==> src/rtl/fetch_buffer_pkg.sv <==
// Shared fetch-stage types and constants: FSM encoding, nop word, branch-target alignment.
package fetch_buffer_pkg;

  typedef enum logic [1:0] {
    ST_IDLE    = 2'd0,
    ST_REQ     = 2'd1,
    ST_DISCARD = 2'd2
  } fetch_state_e;

  localparam logic [31:0] NOP_INST           = 32'h0000_0000;
  localparam int          ENTRY_W            = 64;
  localparam logic [31:0] BRANCH_ALIGN_MASK  = 32'hFFFF_FFFC;
  localparam logic [31:0] BRANCH_PC_STEP     = 32'd4;

  function automatic logic [31:0] branch_align(input logic [31:0] addr);
    return addr & BRANCH_ALIGN_MASK;
  endfunction

endpackage

==> src/rtl/fetch_buffer_if.sv <==
// Fetch-stage bundle: redirect/hold from the pipeline, imem handshake, head instruction to decode.
interface fetch_buffer_if;
  logic        redirect;
  logic [31:0] redirect_pc;
  logic        hold;
  logic        mem_req;
  logic [31:0] mem_addr;
  logic        mem_ack;
  logic [31:0] mem_data;
  logic [31:0] inst;
  logic [31:0] pc4;
  logic        inst_valid;

  modport master (
    input  redirect, redirect_pc, hold, mem_ack, mem_data,
    output mem_req, mem_addr, inst, pc4, inst_valid
  );

  modport slave (
    output redirect, redirect_pc, hold, mem_ack, mem_data,
    input  mem_req, mem_addr, inst, pc4, inst_valid
  );
endinterface

==> src/rtl/fetch_buffer_fifo_sync.sv <==
// Synchronous FIFO with flush and occupancy output; DEPTH must be a power of two.
module fifo_sync #(
  parameter  int DEPTH = 4,
  parameter  int WIDTH = 64,
  localparam int AW    = (DEPTH > 1) ? $clog2(DEPTH) : 1,
  localparam int CW    = $clog2(DEPTH + 1)
) (
  input  logic             clk,
  input  logic             rst_n,
  input  logic             push_i,
  input  logic             pop_i,
  input  logic             flush_i,
  input  logic [WIDTH-1:0] data_i,
  output logic [WIDTH-1:0] data_o,
  output logic [CW-1:0]    count_o
);

  logic [WIDTH-1:0] mem_q [DEPTH];
  logic [AW-1:0]    wr_ptr_q;
  logic [AW-1:0]    rd_ptr_q;
  logic [CW-1:0]    count_q;

  // Pointers wrap naturally because DEPTH is a power of two.
  always_ff @(posedge clk or negedge rst_n) begin
    if (!rst_n) begin
      wr_ptr_q <= '0;
      rd_ptr_q <= '0;
      count_q  <= '0;
    end else if (flush_i) begin
      wr_ptr_q <= '0;
      rd_ptr_q <= '0;
      count_q  <= '0;
    end else begin
      if (push_i) wr_ptr_q <= wr_ptr_q + AW'(1);
      if (pop_i)  rd_ptr_q <= rd_ptr_q + AW'(1);
      count_q <= count_q + CW'(push_i) - CW'(pop_i);
    end
  end

  always_ff @(posedge clk) begin
    if (push_i && !flush_i) mem_q[wr_ptr_q] <= data_i;
  end

  assign data_o  = mem_q[rd_ptr_q];
  assign count_o = count_q;

endmodule

==> src/rtl/fetch_buffer.sv <==
// Instruction fetch queue: single-outstanding imem requester feeding a FIFO of {addr, data}.
//
// state      | meaning
// -----------+-----------------------------------------------------------
// ST_IDLE    | no request outstanding
// ST_REQ     | request at pc_q outstanding, data will be enqueued on ack
// ST_DISCARD | request at stale_q outstanding for a flushed path, drop on ack
module fetch_buffer
  import fetch_buffer_pkg::*;
#(
  parameter int          DEPTH    = 4,
  parameter logic [31:0] RESET_PC = 32'h0000_0000
) (
  input logic            clk,
  input logic            rst_n,
  fetch_buffer_if.master bus
);

  localparam int CW = $clog2(DEPTH + 1);

  fetch_state_e       state_q, state_d;
  logic [31:0]        pc_q, pc_d;
  logic [31:0]        stale_q, stale_d;
  logic               push, pop, flush;
  logic [ENTRY_W-1:0] head;
  logic [CW-1:0]      count;
  logic [CW:0]        occ_next;
  logic               space_ok;
  logic               inst_valid;

  fifo_sync #(.DEPTH(DEPTH), .WIDTH(ENTRY_W)) u_fifo (
    .clk     (clk),
    .rst_n   (rst_n),
    .push_i  (push),
    .pop_i   (pop),
    .flush_i (flush),
    .data_i  ({pc_q, bus.mem_data}),
    .data_o  (head),
    .count_o (count)
  );

  assign inst_valid = (count != '0);
  assign flush      = bus.redirect;
  assign push       = (state_q == ST_REQ) && bus.mem_ack && !bus.redirect;
  assign pop        = inst_valid && !bus.hold && !bus.redirect;

  // Occupancy after this edge; a new request is only raised if it still fits.
  assign occ_next = {1'b0, count} + (CW+1)'(push) - (CW+1)'(pop);
  assign space_ok = occ_next < (CW+1)'(DEPTH);

  always_ff @(posedge clk or negedge rst_n) begin
    if (!rst_n) begin
      state_q <= ST_IDLE;
      pc_q    <= RESET_PC;
      stale_q <= '0;
    end else begin
      state_q <= state_d;
      pc_q    <= pc_d;
      stale_q <= stale_d;
    end
  end

  always_comb begin
    state_d = state_q;
    pc_d    = pc_q;
    stale_d = stale_q;
    unique case (state_q)
      ST_IDLE: begin
        if (bus.redirect)  pc_d    = branch_align(bus.redirect_pc);
        else if (space_ok) state_d = ST_REQ;
      end
      ST_REQ: begin
        if (bus.redirect) begin
          pc_d = branch_align(bus.redirect_pc);
          if (bus.mem_ack) begin
            state_d = ST_IDLE;
          end else begin
            state_d = ST_DISCARD;
            stale_d = pc_q;
          end
        end else if (bus.mem_ack) begin
          pc_d    = pc_q + BRANCH_PC_STEP;
          state_d = space_ok ? ST_REQ : ST_IDLE;
        end
      end
      ST_DISCARD: begin
        if (bus.redirect) pc_d    = branch_align(bus.redirect_pc);
        if (bus.mem_ack)  state_d = ST_IDLE;
      end
      default: state_d = ST_IDLE;
    endcase
  end

  // The stale address keeps mem_addr stable while the flushed request drains.
  assign bus.mem_req    = (state_q != ST_IDLE);
  assign bus.mem_addr   = (state_q == ST_REQ)     ? pc_q    :
                          (state_q == ST_DISCARD) ? stale_q : 32'h0;
  assign bus.inst_valid = inst_valid;
  assign bus.inst       = inst_valid ? head[31:0] : NOP_INST;
  assign bus.pc4        = inst_valid ? head[63:32] + BRANCH_PC_STEP : 32'h0;

endmodule

==> src/flat_wrapper.sv <==
// flat-port wrapper written by rule: the top's interface ports become plain ports
module fetch_buffer_flat import fetch_buffer_pkg::*;
#(
  parameter int          DEPTH    = 4,
  parameter logic [31:0] RESET_PC = 32'h0000_0000
)
  (clk, rst_n, bus_redirect, bus_redirect_pc, bus_hold, bus_mem_ack, bus_mem_data, bus_mem_req, bus_mem_addr, bus_inst, bus_pc4, bus_inst_valid);
  fetch_buffer_if bus_i ();
  input logic clk;
  input logic rst_n;
  input wire logic [$bits(bus_i.redirect)-1:0] bus_redirect;
  input wire logic [$bits(bus_i.redirect_pc)-1:0] bus_redirect_pc;
  input wire logic [$bits(bus_i.hold)-1:0] bus_hold;
  input wire logic [$bits(bus_i.mem_ack)-1:0] bus_mem_ack;
  input wire logic [$bits(bus_i.mem_data)-1:0] bus_mem_data;
  output wire logic [$bits(bus_i.mem_req)-1:0] bus_mem_req;
  output wire logic [$bits(bus_i.mem_addr)-1:0] bus_mem_addr;
  output wire logic [$bits(bus_i.inst)-1:0] bus_inst;
  output wire logic [$bits(bus_i.pc4)-1:0] bus_pc4;
  output wire logic [$bits(bus_i.inst_valid)-1:0] bus_inst_valid;
  assign bus_i.redirect = bus_redirect;
  assign bus_i.redirect_pc = bus_redirect_pc;
  assign bus_i.hold = bus_hold;
  assign bus_i.mem_ack = bus_mem_ack;
  assign bus_i.mem_data = bus_mem_data;
  assign bus_mem_req = bus_i.mem_req;
  assign bus_mem_addr = bus_i.mem_addr;
  assign bus_inst = bus_i.inst;
  assign bus_pc4 = bus_i.pc4;
  assign bus_inst_valid = bus_i.inst_valid;
  fetch_buffer #(.DEPTH(DEPTH), .RESET_PC(RESET_PC)) u_core (.clk(clk), .rst_n(rst_n), .bus(bus_i));
endmodule
==> config.mk <==
export PLATFORM = sky130hd
export DESIGN_NAME = fetch_buffer_flat
export DESIGN_NICKNAME = d
export VERILOG_FILES = /design/src/rtl/fetch_buffer_pkg.sv /design/src/rtl/fetch_buffer_if.sv /design/src/rtl/fetch_buffer_fifo_sync.sv /design/src/rtl/fetch_buffer.sv /design/src/flat_wrapper.sv
export SDC_FILE = /design/constraint.sdc
export NUM_CORES = 1
export LEC_CHECK = 0
export BUFFER_PORTS_ARGS = -buffer_cell sky130_fd_sc_hd__buf_2
export CORE_ASPECT_RATIO = 0.8
export CORE_MARGIN = 3
export CORE_UTILIZATION = 35
export CTS_BUF_LIST = sky130_fd_sc_hd__clkbuf_8
export CTS_CLUSTER_DIAMETER = 60
export DETAILED_ROUTE_END_ITERATION = 16
export MAX_ROUTING_LAYER = met4
export SYNTH_ARGS = -nofsm -noshare
export SYNTH_HDL_FRONTEND = slang
export SYNTH_SLANG_ARGS = --single-unit
==> constraint.sdc <==
create_clock -name clk -period 5 [get_ports clk]
set_clock_uncertainty 0.2 [all_clocks]
set_input_delay 0.5 -clock clk [delete_from_list [all_inputs] [get_ports clk]]
set_output_delay 0.5 -clock clk [all_outputs]
set_load 0.02 [all_outputs]
==> out/results.tsv <==
stage	metric	value	unit
outcome	status	complete, no violations	
setup_path	worstReg2RegStart	u_core.state_q[0]	
setup_path	cpMaxStageDelayCell	dfrtp_4	
setup_path	cp_max_fo	29	
die	io_pins	167	
sta	rsz0062_at_grt	false	
setup_path	r2r_cells	10	
sta	post-route-min-period	4.615	ns
finish	area_delta_synth_final	21.71	%
clock_tree	cts_setup_buffers	0	
routing	via_per_inst	5.157	
synthesis	synth_seq_cells	317	
finish	drive_gt1_share	31.67	%
grt	first_global_vias	9068	
synthesis	synth_largest_area_cell	edfxtp_1	
placement	hpwl	20420	um
sta	fin_hold_ws	0.04496	ns
die	die_y	184.1	um
grt	antenna_found_initial	0	
grt	grt_pass1_wl	51160	um
setup_path	endpoint_kind	primary output	
hold_path	min_from	bus_redirect_pc[28]	
synthesis	synth_warnings	0	
setup_path	r2r_end	u_core.state_q[0]	
hold_path	hp-class	in -> reg	
sta	max_clock_freq	216.7	MHz
routing	drc_errors	0	
clock_tree	clk_pin_slew_worst_paths	0.06	ns
synthesis	ys.flop_type	edfxtp_1	
sta	maxSlewViolCount	0	
synthesis	yosysSeqAreaShare	66.09	%
clock_tree	clk_latency	0.60	ns
synthesis	synthesis.instances	898	
setup_path	cp_top_family	simple AND/OR/NAND/NOR gates	
synthesis	synth.top_cell.area_share	53.65	%
finish	nNetsFinal	1201	
clock_tree	root_buffer	clkbuf_8	
power	leakage	6.058	nW
setup_path	worstPathCellList	mux4_2, and4_1, nand4_1, or4_1, a21oi_1, buf_2	
placement	place.gp.congestion	0.8226	
synthesis	synth_async_sr_flop_share	21.77	%
setup_path	reg2reg_slack	1.68	ns
power	power.density	526.0	mW/mm2
finish	antenna_cells	0	
setup_path	cp_data_arrival_time	3.91	ns
die	coreArea	0.03868	mm2
synthesis	avgSynthCellArea	15.46	um2
grt	grt_use_total	15.96	%
clock_tree	cts_buffers	52	
routing	vias	8730	
sta	worst_slew_margin_rel	22.24	%
synthesis	ys_types	55	
grt	grt_max_degree	63	
die	start_util	35.89	%
die	rows	64	
setup_path	worst_path_largest_cell_delay	0.80	ns
placement	io_buffers	160	
sta	setup_viol	0	
job	cap_violations	0	
clock_tree	htree_levels	2	
clock_tree	cts.sinks	317	
clock_tree	cts_tree	built	
grt	gr-total-overflow	0	
sta	fin_setup_tns	0	ns
setup_path	worst_ep_required_time	4.30	ns
routing	detail-route-antenna-nets	0	
synthesis	synth_area	0.01388	mm2
setup_path	worst_setup_path_start_kind	flop	
clock_tree	clk_path_buf_depth	3	
routing	drt_iter0_markers	709	
setup_path	crit_type	reg -> out	
hold_path	holdPathEnd	u_core.pc_q[28]	
power	vdd_drop_max	0.2912	mV
hold_path	whs_path_depth	3	
setup_path	crit_buf_inv	1	
sta	worst_pin_slew	1.166	ns
synthesis	synth_area_leaders	edfxtp_1, dfrtp_1, mux4_2	
routing	wire_per_inst	19.23	um
die	dieArea	0.04210	mm2
sta	hold_viol	0	
synthesis	synth-edff-count	248	
die	die_w	228.7	um
routing	finalWirelength	32560	um
routing	first_pass_iters	5	
sta	post-route-period-util	92.30	%
-- report_power, final --
group,total (mW),internal [mW],leakage [nW],switching [mW]
clock,2.47,1.40,0.634,1.07
sequential,3.71,3.25,3.04,0.459
combinational,2.71,1.13,2.38,1.58
total,8.89,5.78,6.06,3.11
-- worst register-to-register path, delay by kind of cell (launching register included) --
family | cells | cell delay, ns
adders and majority gates | 3 | 0.91
buffers and inverters | 2 | 0.13
DFF | 1 | 0.47
and+or+nand+nor | 3 | 1.15
AOI/OAI and AO/OA | 2 | 0.38
-- flip-flops by register name (all words and copies together), names as in the netlist --
register                flops
u_core.u_fifo.count_o       3
u_core.pc_q                30
u_core.u_fifo.wr_ptr_q      2
u_core.u_fifo.rd_ptr_q      2
u_core.stale_q             30
u_core.state_q              2
u_core.u_fifo.mem_q       248
-- stage by stage --
| stage | total power [mW] | utilization [%] | cells | instance area (um2) | worst slack, ns |
|---|---|---|---|---|---|
| 2_1_floorplan | 5.530 | - | 901 | 13890 | 1.428 |
| 3_3_place_gp | 6.402 | 39.50 | 1550 | 15280 | 1.034 |
| 3_5_place_dp | 6.449 | 39.50 | 1550 | 15280 | 1.021 |
| 4_1_cts | 8.989 | 43.68 | 1693 | 16890 | 0.3618 |
| 5_1_grt | 9.401 | 43.68 | 1693 | 16890 | 0.02970 |
| 6_report | 8.887 | 43.68 | 1693 | 16890 | 0.3851 |
-- Yosys cell counts (all sizes together) (2+ instances only) --
library cell / instances
a22o: 30
clkbuf: 35
dfrtp: 69
mux4: 62
a41oi: 4
nor2: 42
a31oi: 8
nand4: 17
or2: 4
o21a: 2
nor3: 12
xnor2: 13
edfxtp: 248
o22a: 11
or4: 9
and2: 38
a41o: 2
and4: 8
xor2: 3
nand3: 28
mux2: 30
o22ai: 9
ha: 10
buf: 24
o31ai: 9
nor3b: 2
a21oi: 52
and3: 8
nor4: 5
o21ai: 22
nand2: 39
nor2b: 3
inv: 14
or3: 5
a2bb2oi: 10
-- layout make-up --
| class | count | area (um2) |
|---|---|---|
| clock buffer | 58 | 798.3 |
| sequential | 317 | 9179 |
| clock inverter | 40 | 366.6 |
| multi-input combinational | 511 | 4410 |
| timing repair buffer | 225 | 1426 |
| inverter | 14 | 52.55 |
| fill | 3465 | 21780 |
| tap | 528 | 660.6 |
-- layer usage --
metal / share of wire [%] / up-vias / GRT usage (%)
met5: 0 / - / -
met4: 2.1 / 0 / 4.796
met3: 5.7 / 62 / 3.121
met2: 45 / 279 / 23.04
met1: 48 / 4367 / 22.93
li1: - / 4022 / -
-- repair_timing --
action / 4_1_cts / 5_1_grt
resized for setup: 0 / 0
hold buffers: 45 / 0
endpoints found under the setup margin: 0 / 0
endpoints found under the hold margin: 165 / 0
-- cell usage in the layout, fill, tap and decap left out, types with 6 or more instances in the layout --
cell type      synthesis  routed
edfxtp_1             248     248
nand4_1               16      16
o22ai_1                9       9
mux2_2                30      30
clkinv_2               0      10
clkbuf_8               0      58
inv_1                 14      23
ha_1                  10      10
clkinv_1               0       7
nor2_1                42      39
or4_1                  9       9
mux4_2                57      57
nand3_1               28      28
nand2_1               39      39
dlygate4sd3_1          0      45
a31oi_1                8       8
a22o_1                30      30
xnor2_1               13      13
buf_2                  5     160
bufinv_16              0       6
nor3_1                12      11
and2_1                38      34
and4_1                 7       7
and3_1                 8       8
dfrtp_1               69      67
o22a_1                11      11
a2bb2oi_1             10      10
o21ai_0               22      22
o31ai_1                9       9
buf_4                  7      18
a21oi_1               52      52
-- kinds of logic after synthesis --
kind of cell	share of synthesized area, %
compound gates	7.932
other cells	0.02702
simple gates	8.780
flops	66.09
xor+xnor	1.010
buf+inv	2.488
fa+ha+maj	1.046
mux	12.63
-- how the worst max path moves through the flow --
stage / startpoint / to / slack (ns) / cells past startpoint
4_1_cts: u_core.u_fifo.rd_ptr_q[0] / bus_pc4[24] / 0.36 / 6
2_1_floorplan: u_core.u_fifo.rd_ptr_q[0] / bus_pc4[30] / 1.43 / 9
3_5_place_dp: u_core.u_fifo.rd_ptr_q[0] / bus_pc4[24] / 1.02 / 6
5_1_grt: u_core.u_fifo.rd_ptr_q[0] / bus_pc4[24] / 0.03 / 6
6_report: u_core.u_fifo.rd_ptr_q[0] / bus_pc4[24] / 0.39 / 6
3_3_place_gp: u_core.u_fifo.rd_ptr_q[0] / bus_pc4[24] / 1.03 / 6
Power figures use the tool's default switching activity.
